## src/rtl/seg_pkg.sv

```systemverilog
// rtl/seg_pkg.sv - shared segment patterns, blank code and scan FSM encoding
package seg_pkg;

  localparam logic [3:0] BLANK = 4'hF;

  // Active-high abcdefg patterns written g..a (bit6..bit0); entry i is digit i.
  localparam logic [6:0] PAT_BLANK = 7'b0000000;
  localparam logic [9:0][6:0] SEG_PAT = {
    7'b1101111,  // 9
    7'b1111111,  // 8
    7'b0000111,  // 7
    7'b1111101,  // 6
    7'b1101101,  // 5
    7'b1100110,  // 4
    7'b1001111,  // 3
    7'b1011011,  // 2
    7'b0000110,  // 1
    7'b0111111   // 0
  };

  typedef enum logic [1:0] {
    ST_WAIT  = 2'd0,
    ST_COUNT = 2'd1,
    ST_HELD  = 2'd2
  } scan_state_t;

endpackage

```

## src/rtl/seg_pattern_lookup.sv

```systemverilog
// rtl/seg_pattern_lookup.sv - maps an active-high segment pattern to its digit value
module seg_pattern_lookup
  import seg_pkg::*;
(
  input  logic [6:0] pattern,
  output logic [3:0] value,
  output logic       hit
);

  always_comb begin
    value = BLANK;
    hit   = 1'b0;
    if (pattern == PAT_BLANK) begin
      hit = 1'b1;
    end
    for (int i = 0; i < 10; i++) begin
      if (pattern == SEG_PAT[i]) begin
        value = 4'(i);
        hit   = 1'b1;
      end
    end
  end

endmodule

```

## src/rtl/seg_scan_decoder.sv

```systemverilog
// rtl/seg_scan_decoder.sv - debounced decoder for a multiplexed 7-segment scan bus
module seg_scan_decoder
  import seg_pkg::*;
#(
  parameter int NUM_DIGITS    = 4,
  parameter int STABLE_CYCLES = 4
) (
  input  logic                    clk,
  input  logic                    reset_n,
  input  logic [6:0]              seg_n,
  input  logic [NUM_DIGITS-1:0]   an_n,
  output logic [4*NUM_DIGITS-1:0] digits,
  output logic [4*NUM_DIGITS-1:0] frame,
  output logic                    frame_valid,
  input  logic                    frame_ready,
  output logic                    bad_pattern,
  input  logic                    clr_err
);

  localparam int CW = 8;

  logic [6:0]              seg_r, seg_prev, seg_on;
  logic [NUM_DIGITS-1:0]   an_r, an_prev, sel, seen, cap_mask;
  scan_state_t             state, state_nx;
  logic [CW-1:0]           count, count_nx;
  logic                    capture, qualified, changed, complete_now;
  logic [3:0]              lk_val;
  logic                    lk_hit;
  logic [4*NUM_DIGITS-1:0] digits_nx;

  assign seg_on    = ~seg_r;
  assign sel       = ~an_r;
  assign qualified = $onehot(sel);
  assign changed   = (seg_r != seg_prev) || (an_r != an_prev);

  // Input stage plus a one-sample history used for the stability comparison.
  always_ff @(posedge clk or negedge reset_n) begin
    if (!reset_n) begin
      seg_r    <= '1;
      an_r     <= '1;
      seg_prev <= '1;
      an_prev  <= '1;
    end else begin
      seg_r    <= seg_n;
      an_r     <= an_n;
      seg_prev <= seg_r;
      an_prev  <= an_r;
    end
  end

  always_ff @(posedge clk or negedge reset_n) begin
    if (!reset_n) begin
      state <= ST_WAIT;
      count <= '0;
    end else begin
      state <= state_nx;
      count <= count_nx;
    end
  end

  always_comb begin
    state_nx = state;
    count_nx = count;
    capture  = 1'b0;
    case (state)
      ST_WAIT: begin
        if (qualified) begin
          state_nx = ST_COUNT;
          count_nx = 8'd1;
        end else begin
          count_nx = '0;
        end
      end
      ST_COUNT: begin
        if (!qualified) begin
          state_nx = ST_WAIT;
          count_nx = '0;
        end else if (changed) begin
          count_nx = 8'd1;
        end else if (count == CW'(STABLE_CYCLES - 1)) begin
          capture  = 1'b1;
          state_nx = ST_HELD;
          count_nx = CW'(STABLE_CYCLES);
        end else begin
          count_nx = count + 8'd1;
        end
      end
      ST_HELD: begin
        if (!qualified) begin
          state_nx = ST_WAIT;
          count_nx = '0;
        end else if (changed) begin
          state_nx = ST_COUNT;
          count_nx = 8'd1;
        end
      end
      default: begin
        state_nx = ST_WAIT;
        count_nx = '0;
      end
    endcase
  end

  seg_pattern_lookup u_lookup (
    .pattern (seg_on),
    .value   (lk_val),
    .hit     (lk_hit)
  );

  assign cap_mask     = (capture && lk_hit) ? sel : '0;
  assign complete_now = (&(seen | cap_mask)) && !(&seen);

  always_comb begin
    digits_nx = digits;
    for (int i = 0; i < NUM_DIGITS; i++) begin
      if (cap_mask[i]) digits_nx[4*i +: 4] = lk_val;
    end
  end

  // A pending full scan waits in seen until the previous frame is consumed.
  always_ff @(posedge clk or negedge reset_n) begin
    if (!reset_n) begin
      digits      <= {NUM_DIGITS{BLANK}};
      frame       <= {NUM_DIGITS{BLANK}};
      seen        <= '0;
      frame_valid <= 1'b0;
      bad_pattern <= 1'b0;
    end else begin
      digits <= digits_nx;
      seen   <= seen | cap_mask;
      if (capture && !lk_hit) begin
        bad_pattern <= 1'b1;
      end else if (clr_err) begin
        bad_pattern <= 1'b0;
      end
      if (frame_valid) begin
        if (frame_ready) begin
          if (complete_now) begin
            frame <= digits_nx;
            seen  <= '0;
          end else begin
            frame_valid <= 1'b0;
          end
        end
      end else if (&seen) begin
        frame       <= digits_nx;
        frame_valid <= 1'b1;
        seen        <= '0;
      end
    end
  end

endmodule

```

## config.mk

```make
export PLATFORM = sky130hd
export DESIGN_NAME = seg_scan_decoder
export DESIGN_NICKNAME = d
export VERILOG_FILES = /design/src/rtl/seg_pkg.sv /design/src/rtl/seg_pattern_lookup.sv /design/src/rtl/seg_scan_decoder.sv
export SDC_FILE = /design/constraint.sdc
export NUM_CORES = 1
export LEC_CHECK = 0
export CAP_MARGIN = 10
export CORE_MARGIN = 3
export CORE_UTILIZATION = 40
export CTS_BUF_LIST = sky130_fd_sc_hd__clkbuf_16
export DETAILED_ROUTE_END_ITERATION = 8
export GPL_TIMING_DRIVEN = 0
export REMOVE_ABC_BUFFERS = 1
export SETUP_SLACK_MARGIN = 0.4
export SLEW_MARGIN = 0
export SYNTH_ARGS = -nofsm -noshare
export SYNTH_HDL_FRONTEND = slang
export SYNTH_HIERARCHICAL = 1
export SYNTH_SLANG_ARGS = --single-unit
```

## constraint.sdc

```tcl
create_clock -name clk -period 4.7 [get_ports clk]
set_clock_uncertainty 0.05 [all_clocks]
set_input_delay 0.47 -clock clk [delete_from_list [all_inputs] [get_ports clk]]
set_output_delay 0.47 -clock clk [all_outputs]
set_load 0.01 [all_outputs]
```

==> impl_metrics.py, run 1 <==
metrics = {
    "finish": {
        "multi_input_combinational_cell_area_mm2": 0.00157,
        "layout.filler_cells": 772,
        "seqCellArea_mm2": 0.00182,
        "antenna_cells_inserted": 0,
        "flow.area_growth_from_synthesis_pct": 22.4,
        "drive_above_1_share_pct": 19.2,
        "fin_nets": 436,
        "layout.cells.non_filler": 527,
    },
    "synthesis": {
        "synth_top_area_cell": "dfstp_2",
        "synth_enable_flop_cells": 0,
        "ys_top_cells_by_area": "dfstp_2 (39%), dfrtp_1 (11%), mux2i_1 (5.0%)",
        "postSynth.topFlopCell": "dfstp_2",
        "synthDistinctLibCells": 48,
        "synth_most_common_cell": "dfstp_2",
        "netlist_area_before_placement_mm2": 0.00360,
        "ys_ff_latch": 70,
        "synth-async-reset-ratio_pct": 100,
        "most_frequent_cells_after_synthesis": "dfstp_2 (54), nor2_1 (47), nand2_1 (46), inv_1 (30), o21ai_0 (27)",
        "netlist.area_leader.share_pct": 39.4,
        "synth.yosys.seq_area_share_pct": 50.6,
        "syn_inst": 369,
        "post_synth.cell_area_avg_um2": 9.75,
        "yosys_warnings": 6,
    },
    "timing": {
        "timing.final.crit_period_ns": 3.80,
        "finalSetupViolations": 0,
        "rsz0062_at_grt": "false",
        "final_min_period_over_clock_period_pct": 80.8,
        "timing.slew.headroom_pct": 30.4,
        "layout_setup_ws_ns": 0.902,
        "max_slew.worst_pin.slew_ns": 1.02,
        "final-hold-violation-count": 0,
        "drv_slew": 0,
        "timing.fmax_ghz": 0.263,
    },
    "cts": {
        "hold_buffers": 0,
        "htree_levels": 3,
        "cts-root-to-sink-buffers": 2,
        "cts_tree": "done",
        "clock_latency_ns": 0.32,
        "cts_num_sinks": 70,
        "cts_buffers": 9,
        "worst_setup_hold_path_clk_slew_ns": 0.05,
        "cts_repair_resize_count": 0,
        "cts_root_buffer": "clkbuf_16",
        "cts_post_setup_buffers_inserted": 0,
    },
    "grt": {
        "grt_pass1_wl_um": 13000,
        "grt_start_max_net_pins": 71,
        "grtUsageTotal_pct": 16.4,
        "grt_overflow_total": 0,
        "grt_pass1_vias": 2596,
        "initial_antenna_violation_count": 0,
    },
    "die": {
        "die_x_um": 101,
        "design.portCount": 49,
        "design.die.area_mm2": 0.0102,
        "die_h_um": 101,
        "area_of_the_core_mm2": 0.00846,
        "std_cell_rows": 33,
        "floorplan.initialDensity_pct": 42.5,
    },
    "route": {
        "ant_nets": 0,
        "detailedRoute.firstPassIterationCount": 5,
        "wirelength_um": 7990,
        "dr_total_vias": 2751,
        "avgViaCountPerCell": 5.22,
        "detail_route.wl_per_cell_um": 15.2,
        "drc": 0,
        "detail_route.iter0.violations": 87,
    },
    "power": {
        "power.leakage_uw": 0.00204,
        "power.clock.fraction_pct": 44.5,
        "netSwitchingFraction_pct": 23.1,
        "pwr-share-comb_pct": 6.3,
        "cellInternalPower_uw": 1010,
        "ir_worst_vdd_mv": 0.228,
        "power-per-cell-area_mw_per_mm2": 298,
        "psw_uw": 303,
        "power.share.sequential_pct": 49.1,
    },
    "worst_setup_path": {
        "setup.reg_to_reg.worst_slack_ns": 0.90,
        "timing.critical_path.from_type": "register",
        "critPathMaxFanout": 19,
        "cp_data_required_time_ns": 4.90,
        "rr_worst_depth": 12,
        "regToRegEndpoint": "frame[2]",
        "worst_setup_path_startpoint": "an_r[1]",
        "worstPathArrival_ns": 4.00,
        "timing.setup.critical_path_class": "reg2reg",
        "r2r-start": "an_r[1]",
        "end_kind": "register",
    },
    "place": {
        "io_buffer_count": 48,
        "placed_cell_count": 508,
        "dp_hpwl_um": 5320,
        "routabilityCongestion": 0.814,
        "dpl_worst_slack_ns": 0.463,
    },
    "outcome": {
        "run_status": "finished clean",
    },
    "worst_hold_path": {
        "hold_class": "in2async",
    },
    "job": {
        "max_cap_viol_count": 0,
    },
}
layer usage:
| layer | wire length (um) | track usage, % |
|---|---|---|
| met2 | 3860 | 24.9 |
| met5 | 0 | 0 |
| met1 | 3720 | 23.3 |
| met4 | 81 | 4.66 |
| met3 | 328 | 4.22 |
power groups by stage:
stage	Clock [uW]	Sequential, uW	Combinational, uW
after floorplan	0	648	46.6
after global placement	0	652	82.1
after detailed placement	0	653	83.6
after CTS	604	644	84.3
after global routing	628	647	93.0
final	584	644	83.1
state kept, by name, indices dropped and copies added, names as in the netlist:
name and count:
bad_pattern 1, state 2, frame 16, seen 4
an_r 4, frame_valid 1, an_prev 4, seg_r 7
seg_prev 7, digits 16, count 8
final cells by class:
class	instances	share of cell area, %
repair buffers	52	11.6
inverters	30	2.56
multi-input cells	254	35.7
clock inverters	7	0.738
clock buffers	9	5.11
flip-flops and latches	70	41.3
well taps	105	2.98
metrics by stage:
stage                     instance area, um2  power (uW)  setup TNS (ns)  util, %  hold WS, ns
after floorplan                         3500         694               0        -        0.124
after global placement                  4110         734          -0.602     48.6        0.322
after detailed placement                4130         737               0     48.7        0.322
after CTS                               4380        1330               0     51.8        0.245
after global routing                    4410        1370               0     52.0        0.287
final                                   4410        1310               0     52.0        0.211
worst max-delay path, cell delays in order, from the launching register on:
cell and delay, ns:
dfstp_2 0.60, fa_1 0.43, inv_1 0.07, ha_1 0.14, ha_1 0.23, nor3b_1 0.38
nor4b_4 0.51, nand2_2 0.26, a2111oi_4 0.37, buf_4 0.20, buf_6 0.18, nor2_1 0.07
a211o_1 0.23
worst max path at each step:
stage,end,cells after the start
detailed placement,frame[10],11
global placement,seen[0],10
floorplan,seen[2],10
CTS,frame[10],11
finish,frame[2],12
global route,frame[11],12
layout by cell type, fill, tap and decap left out, types with 2 or more instances in the layout:
cell and instances:
dfstp_2 54, nor2_1 47, clkdlybuf4s50_1 47, nand2_1 46, inv_1 31, o21ai_0 27
mux2i_1 17, a211o_1 16, dfrtp_1 16, nand3_1 15, xnor2_1 11, clkbuf_16 9
nor3_1 8, a21oi_1 8, nor2b_1 6, nand4_1 5, a31oi_1 5, nand2b_1 4
and3_1 4, buf_4 4, ha_1 3, clkinv_1 3, nor3b_1 2, nor4b_4 2
or4b_1 2, a21boi_0 2, or3_1 2, nand3b_1 2, clkinv_2 2
kinds of logic (layout without fill, tap and decap cells):
logic type               count (synthesis)  after routing  synth area share [%]
flip-flops                              70             70                  50.6
XOR/XNOR                                12             12                  2.92
buffers and inverters                   45             98                  5.84
multiplexers                            18             18                  5.01
AND/OR/NAND/NOR                        153            153                  21.5
adder cells (fa/ha/maj)                  4              4                  1.60
AO/OA/AOI/OAI                           67             67                  12.6
(Power assumes the default switching activity.)
==> run 2, diff against run 1 <==
==> constraint.sdc (replaced) <==
create_clock -name clk -period 3.8 [get_ports clk]
set_clock_uncertainty 0.05 [all_clocks]
set_input_delay 0.38 -clock clk [delete_from_list [all_inputs] [get_ports clk]]
set_output_delay 0.38 -clock clk [all_outputs]
set_load 0.01 [all_outputs]
==> run 2 against run 1 <==
  * Sequential share of layout area decreased by 1.6 points
  * Total power increased by 25%
  * Global-route usage grew 0.42 points
  * Clock power increased by 24%
  * Combinational power up 37%
  * Sequential cell count is the same
  * Largest cell class unchanged
==> impl_metrics.py, run 2 (same netlist as run 1, synthesis figures left out) <==
metrics = {
    "worst_setup_path": {
        "critical_path.cell_chain": "fa_1 -> inv_1 -> ha_1 -> ha_1 -> nor3b_2 -> or4b_4 -> or3_1 -> or3_1 -> nand3_1",
        "critical-path-slowest-cell": "dfstp_2",
        "end_kind": "register",
        "crit_path_max_incr_delay_ns": 0.57,
        "worstPathArrival_ns": 3.46,
        "critPathMaxFanout": 6,
        "cell_count_along_the_critical_path": 9,
        "cp_data_required_time_ns": 4.01,
        "timing.setup.critical_path_class": "reg2reg",
        "critPathTopFamily": "simple AND/OR/NAND/NOR gates",
        "rr_worst_depth": 9,
        "timing.critical_path.from_type": "register",
        "cp_num_buf_inv": 1,
    },
    "grt": {
        "initial_antenna_violation_count": 0,
        "grt_pass1_vias": 2656,
        "grtUsageTotal_pct": 16.9,
        "grt_start_max_net_pins": 71,
        "grt_pass1_wl_um": 13300,
        "grt_overflow_total": 0,
    },
    "place": {
        "routabilityCongestion": 0.814,
        "dp_hpwl_um": 5320,
        "placement.cell_area_mm2": 0.00413,
        "io_buffer_count": 48,
    },
    "timing": {
        "timing.fmax_ghz": 0.308,
        "max_slew.worst_pin.slew_ns": 1.02,
        "final_min_period_over_clock_period_pct": 85.5,
        "finalSetupViolations": 0,
        "final-hold-violation-count": 0,
        "drv_slew": 0,
        "rsz0062_at_grt": "true",
        "timing.final.crit_period_ns": 3.25,
        "timing.slew.headroom_pct": 30.8,
    },
    "outcome": {
        "run_status": "finished clean",
    },
    "job": {
        "max_cap_viol_count": 0,
    },
    "cts": {
        "cts_tree": "done",
        "cts_buffers": 9,
        "clock_latency_ns": 0.32,
        "cts-root-to-sink-buffers": 2,
        "htree_levels": 3,
        "cts_num_sinks": 70,
        "cts_root_buffer": "clkbuf_16",
        "worst_setup_hold_path_clk_slew_ns": 0.05,
    },
    "power": {
        "power-per-cell-area_mw_per_mm2": 356,
        "power.clock.fraction_pct": 44.3,
        "design_power_total_uw": 1640,
        "cellInternalPower_uw": 1250,
        "ir_worst_vdd_mv": 0.292,
        "netSwitchingFraction_pct": 23.3,
        "psw_uw": 381,
        "power.leakage_uw": 0.00214,
        "power.share.sequential_pct": 48.7,
        "pwr-share-comb_pct": 7.0,
    },
    "route": {
        "avgViaCountPerCell": 5.19,
        "detail_route.wl_per_cell_um": 15.3,
        "drc": 0,
        "wirelength_um": 8320,
        "ant_nets": 0,
        "detail_route.iter0.violations": 78,
        "detailedRoute.firstPassIterationCount": 4,
        "dr_total_vias": 2816,
    },
    "finish": {
        "antenna_cells_inserted": 0,
        "drive_above_1_share_pct": 24.2,
        "largestRegisters": "digits x16, frame x16, count x8",
        "flow.area_growth_from_synthesis_pct": 27.5,
        "most_used_cells_in_the_layout_excluding_fill_and_tap_cells": "dfstp_2 (54), clkdlybuf4s50_1 (47), nor2_1 (46)",
        "fin_nets": 452,
        "final_design_area_no_fill_mm2": 0.00459,
        "layout_commonest_cell": "dfstp_2",
    },
    "die": {
        "design.portCount": 49,
        "floorplan.initialDensity_pct": 42.5,
        "design.die.area_mm2": 0.0102,
        "die_x_um": 101,
        "die_h_um": 101,
        "area_of_the_core_mm2": 0.00846,
        "std_cell_rows": 33,
    },
    "worst_hold_path": {
        "hold_class": "in2async",
    },
}
==> run 2: changes by cell type in the layout (fill, tap and decap cells not counted), sizes merged <==
cell,previous run,this run
buf,5,21
clkinvlp,1,2
inv,31,30
==> run 2: worst paths after layout <==
| path | startpoint | end | slack, ns |
|---|---|---|---|
| setup / recovery | an_r[1] | count[7] | 0.55 |
| hold / removal | reset_n | count[7] | 0.13 |
| setup reg to reg | an_r[1] | count[7] | 0.55 |
| hold reg to reg | seg_r[1] | seg_prev[1] | 0.33 |
| max in group asynchronous | reset_n | seen[3] | 3.03 |
| min in group clk | seg_r[1] | seg_prev[1] | 0.33 |
==> run 2: timing repair <==
action / CTS / global route
buffers inserted: 8 / 10
endpoints found under the hold margin: 0 / 0
hold buffers: 0 / 0
setup endpoints to repair: 22 / 23
gates cloned: 1 / 0
pin swaps: 1 / 3
gates resized for setup: 1 / 17
==> run 2: area by class of cell <==
cell class / instances / area, um2
well taps: 105 / 131
clock inverters: 7 / 32.5
flip-flops and latches: 70 / 1820
inverters: 30 / 116
repair buffers: 68 / 651
clock buffers: 9 / 225
multi-input cells: 254 / 1610
fillers: 755 / 3880
==> run 2: metrics by stage <==
| stage | hold WS (ns) | std cells | setup slack, ns | TNS (ns) | utilization, % |
|---|---|---|---|---|---|
| after CTS | 0.155 | 533 | 0.413 | 0 | 52.6 |
| after global routing | 0.197 | 543 | 0.385 | 0 | 54.2 |
| final | 0.133 | 543 | 0.550 | 0 | 54.2 |
| after global placement | 0.322 | 507 | -1.06 | -18.48 | 48.6 |
| after floorplan | 0.0344 | 354 | -0.174 | -1.51 | - |
| after detailed placement | 0.322 | 508 | -0.437 | -7.02 | 48.7 |
==> run 2: layer usage <==
layer | vias to the layer above | GRT usage [%] | part of all wire (%)
li1 | 1385 | - | -
met1 | 1374 | 23.8 | 47
met2 | 50 | 26.1 | 48
met3 | 7 | 4.15 | 3.7
met4 | 0 | 4.25 | 0.95
met5 | - | 0 | 0
==> run 2: power groups by stage <==
stage          Clock, uW  Sequential (uW)  Combinational [uW]
2_1_floorplan          0              801                57.7
5_1_grt              777              799                 127
4_1_cts              747              797                 106
6_report             724              797                 114
3_3_place_gp           0              807                 102
3_5_place_dp           0              808                 103
==> run 2: worst register-to-register path, cell delays in order, from the launching register on <==
cell and delay [ns]:
dfstp_2 0.57, fa_1 0.42, inv_1 0.07, ha_1 0.14, ha_1 0.24, nor3b_2 0.25, or4b_4 0.55, or3_1 0.46
or3_1 0.36, nand3_1 0.08
